--- src/rtl/pc_increment_by_4.sv ---
// Program-counter incrementer: combinational pc + INCR on a parallel-prefix adder, plus a registered copy.
// Optional wrap register enabled by defining PC_INCR_WRAP_FLAG_EN; otherwise wrap is tied to 0.
module pc_increment_by_4 #(
  parameter int unsigned     XLEN     = 32,
  parameter logic [XLEN-1:0] INCR     = 4,
  parameter logic [XLEN-1:0] RESET_PC = '0
) (
  input  logic            clk,
  input  logic            rst_n,
  input  logic [XLEN-1:0] pc,
  input  logic            en,
  output logic [XLEN-1:0] result,
  output logic            carry,
  output logic            misaligned,
  output logic [XLEN-1:0] result_q,
  output logic            valid_q,
  output logic            wrap
);

  localparam int LEVELS = $clog2(XLEN);

  logic [XLEN-1:0] gen_bit;
  logic [XLEN-1:0] prop_bit;
  logic [XLEN-1:0] gen_acc;
  logic [XLEN-1:0] prop_acc;
  logic [XLEN-1:0] gen_prev;
  logic [XLEN-1:0] prop_prev;
  logic [XLEN-1:0] low_fill;
  logic [XLEN-1:0] sum;

  logic [XLEN-1:0] result_reg;
  logic            valid_reg;

  genvar gi;
  generate
    for (gi = 0; gi < XLEN; gi++) begin : g_bit
      assign gen_bit[gi]  = pc[gi] & INCR[gi];
      assign prop_bit[gi] = pc[gi] ^ INCR[gi];
    end
  endgenerate

  // Kogge-Stone prefix: after the last level gen_acc[i] is the carry out of bits [i:0] (carry-in 0).
  always_comb begin
    gen_acc   = gen_bit;
    prop_acc  = prop_bit;
    gen_prev  = '0;
    prop_prev = '0;
    low_fill  = '0;
    for (int lvl = 0; lvl < LEVELS; lvl++) begin
      gen_prev  = gen_acc;
      prop_prev = prop_acc;
      low_fill  = ~({XLEN{1'b1}} << (1 << lvl));
      gen_acc   = gen_prev | (prop_prev & (gen_prev << (1 << lvl)));
      prop_acc  = prop_prev & ((prop_prev << (1 << lvl)) | low_fill);
    end
  end

  generate
    for (gi = 0; gi < XLEN; gi++) begin : g_sum
      if (gi == 0) begin : g_lsb
        assign sum[gi] = prop_bit[gi];
      end else begin : g_upper
        assign sum[gi] = prop_bit[gi] ^ gen_acc[gi-1];
      end
    end
  endgenerate

  assign result     = sum;
  assign carry      = gen_acc[XLEN-1];
  assign misaligned = |pc[1:0];

  always_ff @(posedge clk or negedge rst_n) begin
    if (!rst_n) begin
      result_reg <= RESET_PC;
      valid_reg  <= 1'b0;
    end else if (en) begin
      result_reg <= sum;
      valid_reg  <= 1'b1;
    end
  end

  assign result_q = result_reg;
  assign valid_q  = valid_reg;

`ifdef PC_INCR_WRAP_FLAG_EN
  logic wrap_reg;

  always_ff @(posedge clk or negedge rst_n) begin
    if (!rst_n) begin
      wrap_reg <= 1'b0;
    end else if (en) begin
      wrap_reg <= gen_acc[XLEN-1];
    end
  end

  assign wrap = wrap_reg;
`else
  assign wrap = 1'b0;
`endif

endmodule

--- config.mk ---
export PLATFORM = sky130hd
export DESIGN_NAME = pc_increment_by_4
export DESIGN_NICKNAME = d
export VERILOG_FILES = /design/src/rtl/pc_increment_by_4.sv
export SDC_FILE = /design/constraint.sdc
export NUM_CORES = 1
export LEC_CHECK = 0
export CELL_PAD_IN_SITES_DETAIL_PLACEMENT = 1
export CELL_PAD_IN_SITES_GLOBAL_PLACEMENT = 2
export CORE_ASPECT_RATIO = 1.5
export CORE_MARGIN = 2
export CORE_UTILIZATION = 23
export DETAILED_ROUTE_END_ITERATION = 12
export PLACE_DENSITY_LB_ADDON = 0.1
export SYNTH_ARGS = -nofsm -noshare
export SYNTH_HDL_FRONTEND = slang
export SYNTH_SLANG_ARGS = --single-unit
--- constraint.sdc ---
create_clock -name clk -period 6.76 [get_ports clk]
set_input_delay 1.352 -clock clk [delete_from_list [all_inputs] [get_ports clk]]
set_output_delay 1.352 -clock clk [all_outputs]
set_load 0.005 [all_outputs]
==> results of run 1 <==
==> registers in the layout (all words and copies together), names as in the netlist <==
register and count:
valid_q 1, result_q 32
==> area by class of cell <==
type | count | share of cell area (%)
clock buffer | 7 | 4.517
inverter | 4 | 0.4754
multi-input combinational | 159 | 32.92
sequential | 33 | 26.15
tap | 107 | 4.239
timing repair buffer | 101 | 31.70
==> routing by layer <==
metal	part of all wire [%]	GRT usage, %
met5	0	0
met4	1.4	5.287
met2	54	27.18
met3	5.8	3.787
met1	39	15.90
==> cell families (layout without fill, tap and decap cells) <==
group | Yosys count | after routing | share of synthesized area (%)
AOI/OAI and AO/OA | 27 | 27 | 8.516
xor gates and xnor gates | 15 | 15 | 6.774
adders and majority gates | 1 | 1 | 0.6451
buffers and inverters | 16 | 112 | 3.806
DFF | 33 | 33 | 42.58
muxes | 18 | 18 | 10.45
other | 1 | 1 | 0.1934
and+or+nand+nor | 97 | 97 | 27.03
==> worst max-delay path: cells and delay by family <==
family / cells / cell delay, ns
and+or+nand+nor: 4 / 1.69
buffers and inverters: 2 / 1.06
==> cell usage after synthesis, drive strengths merged, types with 3 or more instances <==
library cell | count | area share, %
and2 | 4 | 1.3
buf | 5 | 1.7
xnor2 | 11 | 5.0
nand3 | 11 | 2.8
a31oi | 13 | 4.2
and4 | 6 | 2.7
clkbuf | 7 | 1.4
mux2 | 18 | 10
xor2 | 4 | 1.8
or4 | 4 | 1.5
inv | 4 | 0.77
dfrtp | 33 | 43
nor2 | 15 | 2.9
nand4 | 10 | 3.5
nand2 | 25 | 4.8
o21ai | 10 | 2.6
or3 | 9 | 2.9
nor3 | 3 | 0.77
nor4 | 4 | 1.3
==> report_power, final <==
group / leakage, nW / total [mW] / internal [mW] / switching [mW]
combinational: 0.742 / 0.145 / 0.0893 / 0.0558
sequential: 0.376 / 0.227 / 0.217 / 0.00986
clock: 0.0700 / 0.221 / 0.144 / 0.0771
==> per-stage QoR <==
step | setup WS (ns) | hold slack, ns | instance area, µm² | total power, mW
3_3_place_gp | 1.329 | 0.4497 | 3015 | 0.3775
4_1_cts | 1.289 | 0.4678 | 3158 | 0.6100
2_1_floorplan | 2.634 | 0.4622 | 1939 | 0.2745
6_report | 1.309 | 0.4640 | 3158 | 0.5939
3_5_place_dp | 1.290 | 0.4526 | 3015 | 0.3781
5_1_grt | 1.146 | 0.4783 | 3158 | 0.6270
==> worst min-delay path by stage <==
stage / from / end / cells after the start
3_5_place_dp: valid_q$_DFFE_PN0P_ / valid_q$_DFFE_PN0P_ / 1
4_1_cts: valid_q$_DFFE_PN0P_ / valid_q$_DFFE_PN0P_ / 1
2_1_floorplan: valid_q$_DFFE_PN0P_ / valid_q$_DFFE_PN0P_ / 1
6_report: valid_q$_DFFE_PN0P_ / valid_q$_DFFE_PN0P_ / 1
5_1_grt: valid_q$_DFFE_PN0P_ / valid_q$_DFFE_PN0P_ / 1
3_3_place_gp: valid_q$_DFFE_PN0P_ / valid_q$_DFFE_PN0P_ / 1
==> metrics, run 1 <==
Setup CP Type=primary input to primary output; #FFs+latches synth=33; Worst Skew=0 ns; Pleak=1.188 nW; largest net degree at the start of global routing=48; Placed Cells incl. Taps=slightly above 400; Resize count post-CTS=0; DR vias=1967; Syn Nets=roughly 240; ant diodes=0; Syn Inst Count=208; worst-path cell chain=clkdlybuf4s50_1 -> nand4_2 -> or4_1 -> or4_1 -> nand2_1 -> clkdlybuf4s50_1; reg-to-reg setup timing slack=between 5 and 6 ns; remaining routing DRC violations=0; min cycle time layout=5.451 ns; DRT antenna net count=0; Final period util=80.63%; clock tree from TritonCTS=built; CP Launch Type=primary input; reg2reg path depth=1; # Post-CTS Setup Buffers=0; worst path required time=5.41 ns; dpl hpwl=5099 µm; fin. max-slew vios=0; CTS root buf=clkbuf_16; reg-to-reg startpoint=result_q[29]$_DFFE_PN0P_; Reg area=825.8 µm²; Num CTS Buffers=5; Max-slew headroom=a little under two fifths; Max-Cap Viols=0; post-DR wirelength/cell=16.03 µm; Yosys cell types=30; most common cell after layout, fill and taps aside=clkdlybuf4s50_1; fill cell count=987; I/O pins=approximately 100; global-route wire length before repair=10430 µm; PwrDens=188.1 mW/mm²; Setup crit end=result[30]; Max clock buf depth=2; vias in the first global route=2079; Total GRT Usage=14.64%; status=completed; drt pass-1 iters=4; Port-buffer cells=101; Post-synth ARST share=100.0%; Hold/Removal Path Class=flop to flop; initial antenna violation count=0; Synth Cell Area=0.001939 mm²; starting DRC count in detailed routing=between 40 and 50; final wirelength=6590 µm; area of the multi-input gates=0.001040 mm²; DR vias/cell=approximately 4.8; Final setup viols=0; slowest stage cell on the critical path=or4_1; critical path launch point=pc[8]; CTS H-Tree Depth=2; post-synthesis sequential area ratio=42.58%; share of cells above drive strength 1=approximately a tenth; area grow syn2layout=62.84%; Mean Syn Cell Area=9.324 µm²; worst skew pair latency=between 0.2 and 0.3 ns; Placement Rows=41; GRT overflow=0; crit end category=primary output; core box area=0.008310 mm²; TritonCTS sink count=33; EDFF count, synth=0; Reg clk slew, reported paths=approximately 0.050 ns; FMAX=0.1835 GHz; nets=340; area of the die=~0.0092 mm²; Fin. Hold Viols=0; Peak VDD IR=79.24 µV; RSZ-0062 raised after global routing=no; CP max stage delay=0.81 ns; cts hold-fix bufs=0; worst-path fanout max=17; most frequent cells in the layout=clkdlybuf4s50_1, dfrtp_1, nand2_1, mux2_2, nor2_1; Util after Layout=38.00%; setup TNS=0 ns; initial core utilization=about a quarter; dominant synthesized flop cell=dfrtp_1; Post-Layout Cell Count=411; Die H=116.5 µm; Crit path arrival time=4.10 ns; yosys warns=0; worst flop-to-flop path endpoint=result_q[29]$_DFFE_PN0P_; pin slew with the least headroom to its limit=0.9296 ns; GP Congestion=0.7805; Die X=78.98 µm
Power figures use the tool's default switching activity.
==> run 2: changes to the inputs <==
--- a/config.mk
+++ b/config.mk
@@ -9,7 +9,7 @@
 export CELL_PAD_IN_SITES_GLOBAL_PLACEMENT = 2
 export CORE_ASPECT_RATIO = 1.5
 export CORE_MARGIN = 2
-export CORE_UTILIZATION = 23
+export CORE_UTILIZATION = 20
 export DETAILED_ROUTE_END_ITERATION = 12
 export PLACE_DENSITY_LB_ADDON = 0.1
 export SYNTH_ARGS = -nofsm -noshare
==> constraint.sdc (replaced) <==
create_clock -name clk -period 5 [get_ports clk]
set_input_delay 1 -clock clk [delete_from_list [all_inputs] [get_ports clk]]
set_output_delay 1 -clock clk [all_outputs]
set_load 0.005 [all_outputs]
==> metrics, run 2 (same netlist as run 1, synthesis figures left out) <==
Num CTS Buffers=5; worst-path fanout max=17; Reg clk slew, reported paths=0.05 ns; GP Congestion=0.7458; share of cells above drive strength 1=9.772%; most frequent cells in the layout=clkdlybuf4s50_1, dfrtp_1, nand2_1, mux2_2, nor2_1; setup TNS=0 ns; Max clock buf depth=2; max FFs per register=32; area grow syn2layout=63.81%; Fin. Hold Viols=0; global-route wire length before repair=11150 µm; GRT overflow=0; Crit path arrival time=about 3.8 ns; worst path required time=roughly 4 ns; most common cell after layout, fill and taps aside=clkdlybuf4s50_1; Reg area=825.8 µm²; Die X=84.40 µm; PwrDens=253.7 mW/mm²; DRT antenna net count=0; clock tree from TritonCTS=built; min cycle time layout=4.765 ns; CP max stage delay=0.81 ns; CP Launch Type=primary input; vias in the first global route=roughly 2100; drt pass-1 iters=4; DR vias/cell=4.666; initial antenna violation count=0; initial core utilization=20.25%; Max-slew headroom=approximately 36%; nets=342; Setup CP Type=primary input to primary output; core box area=~0.0096 mm²; RSZ-0062 raised after global routing=no; slowest stage cell on the critical path=or4_1; dpl hpwl=~5400 µm; Peak VDD IR=122.9 µV; worst-path cell chain=clkdlybuf4s50_1 -> nand4_2 -> or4_1 -> or4_1 -> nand2_1 -> clkdlybuf4s50_1; fill cell count=1119; post-DR wirelength/cell=about 17 µm; # Post-CTS Setup Buffers=0; Total GRT Usage=13.67%; I/O pins=103; Final period util=95.29%; Resize count post-CTS=0; Die H=around 120 µm; fin. max-slew vios=0; CTS H-Tree Depth=2; FMAX=0.2099 GHz; Port-buffer cells=101; worst setup margin=0.2354 ns; pre-CTS setup slack=between 0.2 and 0.25 ns; Hold Worst Slack=roughly 0.47 ns; ant diodes=0; TritonCTS sink count=33; area of the multi-input gates=between 0.001 and 0.0015 mm²; Worst Skew=0 ns; Placement Rows=44; area of the die=0.01052 mm²; worst skew pair latency=0.28 ns; DR vias=approximately 2000; total power=between 800 and 900 µW; remaining routing DRC violations=0; CTS root buf=clkbuf_16; status=completed; cts hold-fix bufs=0; Pleak=~1.2 nW; starting DRC count in detailed routing=53; Max-Cap Viols=0; final wirelength=7136 µm; Hold/Removal Path Class=flop to flop; largest net degree at the start of global routing=48; Final setup viols=0; crit end category=primary output; pin slew with the least headroom to its limit=0.9562 ns
## run 2: cell count changes in the layout (fill, tap and decap cells not counted), sizes merged
cell,previous run,this run
clkbuf,7,8
buf,2,4
## run 2: final cells by class
class	count	share of cell area, %
Multi-Input combinational cell	159	32.73
Timing Repair Buffer	103	31.98
Sequential cell	33	25.99
Tap cell	115	4.529
Clock buffer	8	4.293
Inverter	4	0.4726
## run 2: where the power goes
group,internal [mW],switching [mW],total [mW]
combinational,0.121,0.0753,0.196
clock,0.185,0.117,0.302
sequential,0.294,0.0136,0.307
## run 2: layer usage
layer	vias to the layer above	wire (µm)	share of wire [%]	GRT usage (%)
met2	61	3842	54	25.07
met5	-	0	0	0
met1	947	2817	39	15.21
met3	8	316	4.4	2.518
met4	0	159	2.2	5.602
li1	953	-	-	-
## run 2: final timing paths
kind                                               start                       end  slack [ns]  depth (start not counted)
worst max register to register  result_q[29]$_DFFE_PN0P_  result_q[29]$_DFFE_PN0P_        4.15                          1
worst min register to register       valid_q$_DFFE_PN0P_       valid_q$_DFFE_PN0P_        0.47                          1
worst min-delay path                 valid_q$_DFFE_PN0P_       valid_q$_DFFE_PN0P_        0.47                          1
max in group asynchronous                          rst_n       valid_q$_DFFE_PN0P_        3.63                          1
min in group asynchronous                          rst_n  result_q[25]$_DFFE_PN0P_        0.83                          1
worst max-delay path                               pc[7]                result[30]        0.24                          6
## run 2: stage by stage
stage / instance area (µm²) / instances / utilization [%]
global placement: 3040 / 414 / 31.74
detailed placement: 3040 / 414 / 31.74
floorplan: 1939 / 208 / -
CTS: 3177 / 422 / 33.16
global route: 3177 / 422 / 33.16
finish: 3177 / 422 / 33.16
## run 2: worst max-delay path, delay by kind of cell
| family | cells | cell delay [ns] |
|---|---|---|
| and+or+nand+nor | 4 | 1.68 |
| buffers and inverters | 2 | 1.08 |
